$ cat src/rtl/gcd_ctrl.sv
// gcd_ctrl: Moore control FSM for the 4-bit subtract-and-compare GCD datapath; done = 4+2N cycles after go is sampled.
// No backpressure: go is taken only in IDLE, never queued. Define GCD_TIMEOUT_EN for the MAX_ITER step limit with err abort.
module gcd_ctrl #(
  parameter int CNT_W    = 8,
  parameter int MAX_ITER = 20
) (
  input  logic             clk,
  input  logic             clr,
  input  logic             go,
  input  logic             equalflag,
  input  logic             lessthanflag,
  output logic             xmsel,
  output logic             ymsel,
  output logic             xld,
  output logic             yld,
  output logic             gld,
  output logic             busy,
  output logic             done,
  output logic [CNT_W-1:0] iter_count,
  output logic             err
);

  typedef enum logic [2:0] {
    IDLE  = 3'd0,
    LOAD  = 3'd1,
    CHECK = 3'd2,
    SUBX  = 3'd3,
    SUBY  = 3'd4,
    STORE = 3'd5,
    DONE  = 3'd6
  } state_t;

`ifdef GCD_TIMEOUT_EN
  localparam bit TimeoutOn = 1'b1;
`else
  localparam bit TimeoutOn = 1'b0;
`endif

  localparam logic [CNT_W-1:0] IterLimit = CNT_W'(MAX_ITER);

  state_t           state_q, state_d;
  logic [CNT_W-1:0] iter_q, iter_d, iter_inc;
  logic             err_q, err_d;
  logic             timeout;
  logic             xmsel_q, ymsel_q, xld_q, yld_q, gld_q, busy_q, done_q;

  assign iter_inc = (iter_q == {CNT_W{1'b1}}) ? iter_q : iter_q + 1'b1;
  assign timeout  = TimeoutOn && (iter_q == IterLimit) && !equalflag;

  // Counter and err change on the edge that enters a state, so they are
  // already correct while the FSM sits in that state.
  always_comb begin
    state_d = state_q;
    iter_d  = iter_q;
    err_d   = err_q;
    case (state_q)
      IDLE: begin
        if (go) begin
          state_d = LOAD;
          iter_d  = '0;
          err_d   = 1'b0;
        end
      end
      LOAD:  state_d = CHECK;
      CHECK: begin
        if (equalflag) begin
          state_d = STORE;
        end else if (timeout) begin
          state_d = STORE;
          err_d   = 1'b1;
        end else if (lessthanflag) begin
          state_d = SUBY;
          iter_d  = iter_inc;
        end else begin
          state_d = SUBX;
          iter_d  = iter_inc;
        end
      end
      SUBX:    state_d = CHECK;
      SUBY:    state_d = CHECK;
      STORE:   state_d = DONE;
      DONE:    state_d = IDLE;
      default: state_d = IDLE;
    endcase
  end

  // Outputs are registered from the next state, so they stay aligned with state_q.
  always_ff @(posedge clk or posedge clr) begin
    if (clr) begin
      state_q <= IDLE;
      iter_q  <= '0;
      err_q   <= 1'b0;
      xmsel_q <= 1'b0;
      ymsel_q <= 1'b0;
      xld_q   <= 1'b0;
      yld_q   <= 1'b0;
      gld_q   <= 1'b0;
      busy_q  <= 1'b0;
      done_q  <= 1'b0;
    end else begin
      state_q <= state_d;
      iter_q  <= iter_d;
      err_q   <= err_d;
      xmsel_q <= (state_d == LOAD);
      ymsel_q <= (state_d == LOAD);
      xld_q   <= (state_d == LOAD) || (state_d == SUBX);
      yld_q   <= (state_d == LOAD) || (state_d == SUBY);
      gld_q   <= (state_d == STORE);
      busy_q  <= (state_d != IDLE);
      done_q  <= (state_d == DONE);
    end
  end

  assign xmsel      = xmsel_q;
  assign ymsel      = ymsel_q;
  assign xld        = xld_q;
  assign yld        = yld_q;
  assign gld        = gld_q;
  assign busy       = busy_q;
  assign done       = done_q;
  assign iter_count = iter_q;
  assign err        = err_q;

endmodule

$ cat config.mk
export PLATFORM = sky130hd
export DESIGN_NAME = gcd_ctrl
export DESIGN_NICKNAME = d
export VERILOG_FILES = /design/src/rtl/gcd_ctrl.sv
export SDC_FILE = /design/constraint.sdc
export NUM_CORES = 1
export LEC_CHECK = 0
export BUFFER_PORTS_ARGS = -buffer_cell sky130_fd_sc_hd__buf_4
export CORE_MARGIN = 8
export CORE_UTILIZATION = 54
export CTS_CLUSTER_DIAMETER = 50
export CTS_CLUSTER_SIZE = 20
export DETAILED_ROUTE_END_ITERATION = 8
export PLACE_DENSITY = 0.82
export RECOVER_POWER = 50
export SYNTH_ARGS = -nofsm -noshare
export SYNTH_HDL_FRONTEND = slang
export SYNTH_SLANG_ARGS = --single-unit
export TNS_END_PERCENT = 20
$ cat constraint.sdc
create_clock -name clk -period 4.15 [get_ports clk]
set_clock_uncertainty 0.15 [all_clocks]
set_input_delay 0.415 -clock clk [delete_from_list [all_inputs] [get_ports clk]]
set_output_delay 0.415 -clock clk [all_outputs]
set_load 0.02 [all_outputs]
==> results.ini <==
[run_status]
outcome=completed

[critical_path]
worstSetupStartpointType=register
critical_path_arrival_ps=2090
crit_path_end_kind=register
cp.required_ps=4190
crit_type=register to register
cp_max_fo=13

[clocking]
clk_latency_ps=290
post_cts_buffers=0
clk_pin_slew_ps=100
htreeDepth=1
root_buffer=clkbuf_4
cts.sinks=17
numCtsBuffers=3
ctsResizeCount=0
cts_hold_buf=0
cts.path.max_buffers=2
cts_tree=built

[logic_synthesis]
synthArstFlopShare_pct=100
synth_top_flop_cell=dfrtp_1
synth_edf_count=0
synthMostInstantiatedCell=dfrtp_1
syn_area_sq_um=818
syn_area_per_cell_sq_um=10.2
synth_seq_cells=17
netlist.area_leader.share_pct=52.0
synth_nets=86
synth.distinct_cells=27
yosys-top-cells-count=17 x dfrtp_1, 9 x o31ai_1, 7 x nand2_1
synth_area_leaders=dfrtp_1 52%, o31ai_1 8.3%, nand2_1 3.2%, and4_4 2.8%, buf_4 2.8%
ys_warn_count=0
yosys.area.top_type=dfrtp_1
synth-seq-area-share_pct=52.0
synthCells=80

[routing]
wl_um=1630
drt_first_iter_violations=18
vias=676
antenna_left=0
wire_per_inst_um=14.3
first_pass_iters=4
vias_per_cell=5.93
remaining_drc_errors=0

[power]
power.share.clock_pct=16.0
switching_power_uw=223
share_seq_of_total_power_pct=44.4
combPwrFrac_pct=39.5
p_per_area_mw_per_mm2=571
total_power_uw=549
ir_drop_mv=0.381
cellInternalPower_uw=326
sw_frac_of_total_pct=40.7
leakagePower_uw=0.000457

[global_route]
overflow=0
antenna_found_initial=0
grt_use_met2_pct=20.9
top_usage_layer=met2
grtUsageMet1_pct=13.9
grt_pass1_wl_um=2770
grt_use_total_pct=12.5
grtUsageMet3_pct=5.08
grt_max_degree=18
grt_pass1_vias=646

[place]
gp_congestion=0.747
place_hpwl_um=1240
port_buffers=19

[floorplan]
core_sq_mm=0.00147
fp.dieH_um=54.9
start_util_pct=55.6
placementRows=14
fp.dieArea_sq_mm=0.00302
pin_count=21
die_w_um=54.9

[min_path]
min_path_type=input port to async pin

[finish]
register_area_sq_um=425
fill_cells=132
area_growth_pct=17.6
drive_gt1_share_pct=23.5
multiInputGateArea_sq_um=340
antenna_cells=0
nets=105

[timing]
final-hold-violation-count=0
setup_viol=0
rsz0062_at_grt=false
fmax_mhz=489
min_period_ps=2040
tns_ps=0
final_max_slew_viol_count=0
tightest_slew_ps=815
fin_crit_sh_pct=49.2
slew_headroom_pct=45.5

[job]
cap_viol_max_count=0

## final cells by class
class / instances / share of cell area [%]
repair buffers: 19 / 13.7
clock inverters: 1 / 0.780
clock buffers: 3 / 2.34
well taps: 16 / 2.08
flip-flops and latches: 17 / 44.2
multi-input cells: 54 / 35.4
inverters: 4 / 1.56
## cell usage in the layout (no fill, tap or decap), drive strengths merged, types with 2 or more instances in the layout
master,netlist,layout
a21oi,4,4
and2,3,3
and3,2,2
and4,2,2
buf,4,15
clkbuf,1,7
dfrtp,17,17
inv,4,4
nand2,7,7
nand3,3,3
nor2,5,5
o21ai,4,4
o31ai,9,9
o41ai,2,2
or3,2,2
or4,2,2
## power by group through the flow
stage	Sequential [uW]	Clock [uW]	Combinational, uW
detailed placement	247	0	227
global route	251	106	243
CTS	244	92.2	228
floorplan	269	0	134
finish	244	88.1	217
global placement	246	0	223
## worst paths after layout
check                         startpoint       endpoint  slack [ps]  cells after the start
setup / recovery              state_q[2]  iter_count[7]        2110                      4
hold / removal                       clr          ymsel          40                      2
setup reg to reg              state_q[2]  iter_count[7]        2110                      4
hold reg to reg            iter_count[7]  iter_count[7]         390                      1
max in group asynchronous            clr  iter_count[5]        3390                      2
min in group clk               equalflag            gld         250                      2
## kinds of logic after synthesis
group,after synthesis,synth area share (%)
compound gates,23,19.0
fa+ha+maj,1,1.53
buf+inv,9,6.42
flops,17,52.0
other cells,1,0.458
simple gates,29,20.6
## state kept, by name, summed over array words and instances, names as in the netlist
name / cells
state_q: 3
xld: 1
iter_count: 8
ymsel: 1
gld: 1
done: 1
yld: 1
busy: 1
## stage by stage
stage | setup slack (ps) | instances | hold slack (ps) | cell area [sq um] | util (%)
after floorplan | 2130 | 80 | 191 | 818 | -
after global placement | 2200 | 110 | 365 | 943 | 64.1
after detailed placement | 2100 | 110 | 377 | 943 | 64.1
after CTS | 2100 | 114 | 53.2 | 973 | 66.2
after global routing | 1910 | 114 | 79.3 | 962 | 65.4
final | 2110 | 114 | 43.2 | 962 | 65.4
## critical path, stage by stage (launching register included)
cell,delay [ps]
dfrtp_1,420
nor2_1,240
o211ai_1,380
or3_4,520
o31ai_1,230
## routing by layer
| metal | share of wire [%] | up-vias | wire, um |
|---|---|---|---|
| li1 | - | 326 | - |
| met1 | 41 | 335 | 664 |
| met2 | 51 | 15 | 837 |
| met3 | 7.7 | 0 | 125 |
| met4 | 0 | 0 | 0 |
| met5 | 0 | - | 0 |
Note: power is estimated with default switching activity, not from simulation.
